### src/rtl/famicom_pad_serializer.sv
// ============================================================================
// Module   : famicom_pad_serializer
// Brief    : Multi-port NES/SNES serial pad emulator driven by the core's
//            latch/pulse strobes. Optional turbo: FAMICOM_PAD_TURBO_EN.
// Revision : 1.0 - initial multi-port release
// ============================================================================
`default_nettype none

module famicom_pad_serializer #(
    parameter int   NUM_PADS    = 2,
    parameter int   BITS        = 8,
    parameter logic FILL        = 1'b1,
    parameter int   SYNC_STAGES = 2,
    parameter int   TURBO_DIV   = 4
) (
    input  logic                     clk_sys,
    input  logic                     reset,
    input  logic [NUM_PADS*BITS-1:0] pad_state,
`ifdef FAMICOM_PAD_TURBO_EN
    input  logic [NUM_PADS*BITS-1:0] turbo_mask,
`endif
    input  logic                     latch,
    input  logic [NUM_PADS-1:0]      pulse,
    output logic [NUM_PADS-1:0]      data_n,
    output logic [NUM_PADS-1:0]      read_done,
    output logic [NUM_PADS*8-1:0]    shift_count
);

    localparam logic [7:0] c_bits = 8'(BITS);

    if (BITS < 1 || BITS > 255) begin : g_bits_check
        $error("famicom_pad_serializer: BITS must be in 1..255");
    end
    if (SYNC_STAGES < 2) begin : g_sync_check
        $error("famicom_pad_serializer: SYNC_STAGES must be at least 2");
    end

    logic [SYNC_STAGES-1:0]   r_latch_sync;
    logic                     w_latch_s;
    logic [NUM_PADS*BITS-1:0] w_btn;

    always_ff @(posedge clk_sys) begin
        if (reset) begin
            r_latch_sync <= '0;
        end else begin
            r_latch_sync <= {r_latch_sync[SYNC_STAGES-2:0], latch};
        end
    end

    assign w_latch_s = r_latch_sync[SYNC_STAGES-1];

`ifdef FAMICOM_PAD_TURBO_EN
    localparam int             c_tw   = (TURBO_DIV > 1) ? $clog2(TURBO_DIV) : 1;
    localparam logic [c_tw-1:0] c_tmax = c_tw'(TURBO_DIV - 1);

    logic            r_latch_dly;
    logic [c_tw-1:0] r_tcnt;
    logic            r_phase;
    logic            r_load_phase;
    logic            w_latch_rise;
    logic            w_phase;

    assign w_latch_rise = w_latch_s & ~r_latch_dly;
    // The phase seen at the latch edge is held for the whole read, so a wrap
    // on this very edge only affects the next latch.
    assign w_phase = w_latch_rise ? r_phase : r_load_phase;

    always_ff @(posedge clk_sys) begin
        if (reset) begin
            r_latch_dly  <= 1'b0;
            r_tcnt       <= '0;
            r_phase      <= 1'b0;
            r_load_phase <= 1'b0;
        end else begin
            r_latch_dly <= w_latch_s;
            if (w_latch_rise) begin
                r_load_phase <= r_phase;
                if (r_tcnt == c_tmax) begin
                    r_tcnt  <= '0;
                    r_phase <= ~r_phase;
                end else begin
                    r_tcnt <= r_tcnt + 1'b1;
                end
            end
        end
    end

    assign w_btn = pad_state & ~(turbo_mask & {(NUM_PADS*BITS){w_phase}});
`else
    assign w_btn = pad_state;
`endif

    for (genvar p = 0; p < NUM_PADS; p++) begin : g_pad
        logic [SYNC_STAGES-1:0] r_psync;
        logic                   r_pdly;
        logic                   w_prise;
        logic [BITS-1:0]        r_shreg;
        logic [BITS-1:0]        w_shifted;
        logic [7:0]             r_cnt;
        logic                   r_done;
        logic                   r_data;

        assign w_prise = r_psync[SYNC_STAGES-1] & ~r_pdly;

        if (BITS > 1) begin : g_wide
            assign w_shifted = {FILL, r_shreg[BITS-1:1]};
        end else begin : g_narrow
            assign w_shifted = FILL;
        end

        // Latch is level-sensitive and overrides any pulse edge in the same cycle.
        always_ff @(posedge clk_sys) begin
            if (reset) begin
                r_psync <= '0;
                r_pdly  <= 1'b0;
                r_shreg <= {BITS{FILL}};
                r_cnt   <= 8'd0;
                r_done  <= 1'b0;
                r_data  <= FILL;
            end else begin
                r_psync <= {r_psync[SYNC_STAGES-2:0], pulse[p]};
                r_pdly  <= r_psync[SYNC_STAGES-1];
                r_done  <= 1'b0;
                r_data  <= r_shreg[0];
                if (w_latch_s) begin
                    r_shreg <= ~w_btn[p*BITS +: BITS];
                    r_cnt   <= 8'd0;
                end else if (w_prise) begin
                    r_shreg <= w_shifted;
                    if (r_cnt != c_bits) begin
                        r_cnt <= r_cnt + 8'd1;
                        if (r_cnt == c_bits - 8'd1) begin
                            r_done <= 1'b1;
                        end
                    end
                end
            end
        end

        assign data_n[p]           = r_data;
        assign read_done[p]        = r_done;
        assign shift_count[p*8 +: 8] = r_cnt;
    end

endmodule

`default_nettype wire
### config.mk
export PLATFORM = sky130hd
export DESIGN_NAME = famicom_pad_serializer
export DESIGN_NICKNAME = d
export VERILOG_FILES = /design/src/rtl/famicom_pad_serializer.sv
export SDC_FILE = /design/constraint.sdc
export NUM_CORES = 1
export LEC_CHECK = 0
export ABC_AREA = 1
export BUFFER_PORTS_ARGS = -buffer_cell sky130_fd_sc_hd__buf_2
export CORE_MARGIN = 2
export CORE_UTILIZATION = 54
export CTS_CLUSTER_SIZE = 16
export DETAILED_ROUTE_END_ITERATION = 8
export PLACE_DENSITY = 0.78
export RECOVER_POWER = 25
export SYNTH_ARGS = -nofsm -noshare
export SYNTH_HDL_FRONTEND = slang
export SYNTH_SLANG_ARGS = --single-unit
### constraint.sdc
create_clock -name clk_sys -period 2.03 [get_ports clk_sys]
set_input_delay 0.203 -clock clk_sys [delete_from_list [all_inputs] [get_ports clk_sys]]
set_output_delay 0.203 -clock clk_sys [all_outputs]
set_load 0.01 [all_outputs]
* Word-level counts from Yosys, hierarchy flattened
Index checks and enable logic that the tools add are counted.
** Operators by class
- Muxes and demuxes :: 6
- Bitwise gates (word level) :: 10
- Shifts and indexed selects :: 0
- Add/subtract/negate cells :: 2
- $lt $le $gt $ge :: 0
- Divide/modulo/power cells :: 0
- Multipliers :: 0
- Reductions and logical operators :: 7
- Equal/unequal tests :: 4
** Operator list (number)
- 8-bit 2-to-1 mux :: 4
- 8-bit by 1-bit adder with 8-bit output (second input constant) :: 2
- 8-bit by 3-bit equality test with 1-bit output (second input constant) :: 2
- 8-bit by 4-bit inequality test with 1-bit output (second input constant) :: 2
- 8-bit inverter :: 2
- 4-bit OR reduction :: 2
- 1-bit inverter :: 6
- 2-bit AND reduction :: 2
- 2-bit nonzero test :: 2
- 1-bit bitwise AND :: 2
- 1-bit 2-to-1 mux :: 2
- 2-bit OR reduction :: 1
** Word-level totals
- Memories kept :: 0
- Output and inout port bits :: 20
- RAM bits :: 0
- Memory bits (read-only) :: 0
- Register bits after elaboration :: 44
- Bits in latches :: 0

* Depth between registers and ports, before layout
- Word-level depth :: 4
- Mapped depth :: 7
- Mapped depth without buffers :: 7

* Worst setup path before layout
No wires, ideal clock.
- Path kind :: flip-flop to flip-flop
- Start :: register g_pad[0].r_cnt[0]
- End :: register g_pad[0].r_cnt[4]
- Buffers on the path :: 0
- Library setup time :: 0.070 ns
- Clock period less this slack :: 1.228 ns
- Arrival time :: 1.158 ns
- Cell stages (with the launch flop) :: 8
- Path slack :: 0.802 ns
- Path through :: dfxtp_1 > inv_1 > ha_1 > nand3_2 > nor2_2 > nor2_4 > nand2_1 > a21oi_1
** On the way
- Longest elaborated chain between the ends :: 2
- Elaborated cells on any way between the ends :: 3
- Those cells by class :: 1 x add/sub; 1 x eq/ne; 1 x reduce/logical
** Ends and longest elaborated chain
- start, declared :: RTL line 99 : logic [7:0] r_cnt;
- start signal, assigned :: RTL line 131 : r_cnt <= r_cnt + 8'd1;
- parallel branches: the longest is 2 deep, another holds 8-bit by 1-bit adder with 8-bit output
Parallel ways; which one is timed is not known.
A chain may end at the register's enable or synchronous reset.

* Worst setup path in the final report
- Start :: register r_latch_sync[1]
- End :: register g_pad[0].r_shreg[5]
** On the way
- Longest elaborated chain between the ends :: 1
- Elaborated cells on any way between the ends :: 2
- Those cells by class :: 1 x mux; 1 x reduce/logical
** Ends and longest elaborated chain
- start, declared :: RTL line 38 : logic [SYNC_STAGES-1:0] r_latch_sync;
- start signal, assigned :: RTL line 46 : r_latch_sync <= {r_latch_sync[SYNC_STAGES-2:0], latch};
- 8-bit 2-to-1 mux / 2-bit nonzero test (equally long branches)
- end signal, assigned :: RTL line 116 : r_shreg <= {BITS{FILL}};
- end signal, assigned :: RTL line 126 : r_shreg <= ~w_btn[p*BITS +: BITS];
- end signal, assigned :: RTL line 129 : r_shreg <= w_shifted;
- end, declared :: RTL line 97 : logic [BITS-1:0] r_shreg;
Several ways; a longest one is shown, not always the timed one.

==> impl_metrics.py <==
metrics = {
    "detailed_routing": {
        "dr.pass1.iters": 4,
        "drc": 0,
        "dr_total_vias": 1836,
        "wl_per_cell_um": 10.6,
        "drt-total-wl_um": 3990,
        "drtIter0Drc": 104,
        "routed_via_density": 4.86,
        "final_antenna_net_count": 0,
    },
    "job": {
        "maxCapViolCount": 0,
    },
    "finish": {
        "regArea_um2": 881,
        "multi_input_area_um2": 1030,
        "synthToLayoutAreaGrowth_pct": 13.7,
        "nFillCells": 367,
        "diodes": 0,
        "drive_gt1_share_pct": 19.1,
        "finalNetCount": 354,
    },
    "floorplanning": {
        "die_y_um": 66.3,
        "core.rowCount": 22,
        "dieArea_um2": 4390,
        "io_pins": 41,
        "initial_core_util_pct": 56.8,
        "core_um2": 3690,
        "die_w_um": 66.3,
    },
    "clock_tree": {
        "insertion_delay_ps": 290,
        "cts_resized": 0,
        "cts.clk_slew.worst_paths_ps": 80,
        "ctsRootBufferMaster": "clkbuf_8",
        "cts_made_buffers": 5,
        "numClockSinks": 44,
        "cts_tree": "built",
        "htree_levels": 2,
        "clockBufferDepth": 2,
        "post_cts_buffers": 0,
        "postCtsHoldBufs": 0,
    },
    "setup_path": {
        "rr_startpoint": "r_latch_sync[1]",
        "slowest_delay_ps": 610,
        "crit_family": "flip-flops",
        "slowest_stage": "dfxtp_1",
        "criticalPathCategory": "reg -> reg",
        "required_ps": 2200,
        "rr_worst_depth": 5,
        "cp.depth": 5,
        "crit_fanout": 26,
        "cp.arrival_ps": 1550,
        "startpoint": "r_latch_sync[1]",
        "crit_path_end_kind": "register",
        "cp.buffers_inverters": 1,
        "critPathLaunchType": "register",
        "worst_r2r_endpoint": "g_pad[0].r_shreg[5]",
        "ff2ff_setup_slack_ps": 650,
        "path_cells": "inv_2 > nand2_1 > o21ai_0 > nand2_1 > nand3_1",
        "endpoint": "g_pad[0].r_shreg[5]",
        "crit_top_cell": "nand2_1",
    },
    "synthesis": {
        "seq_area_frac_synth_pct": 42.1,
        "syn_nets": 317,
        "ys_top_cells_by_area": "dfxtp_1 (42%), nand2_1 (16%), nor2_1 (5.4%)",
        "synth_top_area_cell": "dfxtp_1",
        "synth.top_cells.by_count": "nand2_1 (91), dfxtp_1 (44), nor2_1 (30)",
        "synth-main-ff-cell": "dfxtp_1",
        "synth_cells": 292,
        "syn_area_um2": 2090,
        "synth.avg_cell_area_um2": 7.17,
        "synth_seq_cells": 44,
        "ys_types": 22,
        "ys_warn_count": 0,
        "synth_edf_count": 0,
        "ys_async_sr_fraction_pct": 0,
        "yosysMostFrequentCell": "nand2_1",
        "synth_top_area_share_pct": 42.1,
    },
    "sta": {
        "timing.final.hold_violations": 0,
        "layout_min_cycle_time_ps": 1380,
        "tightestPinTransition_ps": 569,
        "fin_crit_sh_pct": 68.1,
        "holdWs_ps": 107,
        "clock.fmax_ghz": 0.723,
        "rsz0062_at_grt": "no",
        "maxSlewViolCount": 0,
        "skew_ps": 4.01,
        "setup_viol": 0,
        "tns_ps": 0,
        "slew_headroom_pct": 62.1,
    },
    "power_and_ir_drop": {
        "irDropWorstVdd_mv": 0.605,
        "p_per_area_nw_per_um2": 693,
        "power.leakage_uw": 0.00109,
    },
    "place": {
        "gp_congestion": 0.814,
        "port_buffers": 40,
        "dp_hpwl_um": 2800,
    },
    "min_path": {
        "hold_class": "in -> reg",
        "holdCritStartpoint": "pulse[0]",
    },
    "global_routing": {
        "grt-ovfl-total": 0,
        "grt_pass1_wl_um": 6710,
        "grt_max_degree": 27,
        "grt_pass1_vias": 1600,
        "antenna_found_initial": 0,
        "grtUsageTotal_pct": 19.6,
    },
    "status": {
        "outcome": "finished, final reports clean",
    },
}
[cell families after synthesis]
family	count (synthesis)	share of synthesized area [%]
and+or+nand+nor	159	34.0
DFF	44	42.1
buffers and inverters	41	8.54
AOI/OAI and AO/OA	38	10.5
xor gates and xnor gates	6	2.51
adders and majority gates	4	2.39
[layout by cell type, fill, tap and decap left out, drive strengths merged]
| cell | instances |
|---|---|
| nand2 | 94 |
| dfxtp | 44 |
| nor2 | 41 |
| buf | 33 |
| inv | 31 |
| o21ai | 24 |
| nand3 | 20 |
| clkbuf | 13 |
| a21oi | 12 |
| xor2 | 6 |
| ha | 4 |
| o2111ai | 2 |
| nor4 | 2 |
| or2 | 2 |
| clkinvlp | 2 |
[stage by stage]
| stage | worst slack [ps] | std cells | instance area (µm²) | total power, µW | util (%) |
|---|---|---|---|---|---|
| 6_report | 647 | 378 | 2380 | 1650 | 64.6 |
| 4_1_cts | 643 | 378 | 2390 | 1670 | 64.8 |
| 3_3_place_gp | 728 | 370 | 2290 | 1100 | 62.1 |
| 5_1_grt | 474 | 378 | 2380 | 1730 | 64.6 |
| 2_1_floorplan | 802 | 292 | 2090 | 1060 | - |
| 3_5_place_dp | 683 | 370 | 2290 | 1100 | 62.1 |
[worst register-to-register path, cell delays in order, from the launching register on]
cell	delay [ps]
dfxtp_1	610
inv_2	270
nand2_1	110
o21ai_0	100
nand2_1	110
nand3_1	60
[metal layers]
layer | up-vias | GRT usage, % | wire length, µm
met1 | 826 | 24.6 | 1900
met5 | - | 0 | 0
met3 | 2 | 5.11 | 128
met4 | 0 | 5.36 | 19
met2 | 25 | 33.0 | 1940
li1 | 983 | - | -
[worst min path at each step]
stage / endpoint / cells after the start
after floorplan: g_pad[0].r_psync[0] / 2
after global placement: g_pad[1].r_psync[1] / 2
after detailed placement: r_latch_sync[1] / 2
after CTS: g_pad[0].r_psync[0] / 3
after global routing: r_latch_sync[0] / 3
final: g_pad[0].r_psync[0] / 3
[power by group]
part           total [µW]  internal, µW  switching, µW  leakage [µW]
clock                 569           275            294     0.0000434
combinational         161          62.5           98.9      0.000690
sequential            920           899           20.9      0.000360
[registers in the layout, summed over array words and instances, names as in the netlist]
signal         count
g_pad.r_cnt       16
g_pad.r_data       2
g_pad.r_done       2
g_pad.r_pdly       2
g_pad.r_psync      4
g_pad.r_shreg     16
r_latch_sync       2
[final cells by class]
| type | count | share of cell area, % |
|---|---|---|
| Clock buffer | 6 | 3.47 |
| Clock inverter | 2 | 0.631 |
| Inverter | 31 | 4.89 |
| Multi-Input combinational cell | 207 | 43.5 |
| Sequential cell | 44 | 37.0 |
| Tap cell | 48 | 2.52 |
| Timing Repair Buffer | 40 | 8.04 |
No activity file was read; power rests on OpenSTA's default activity.
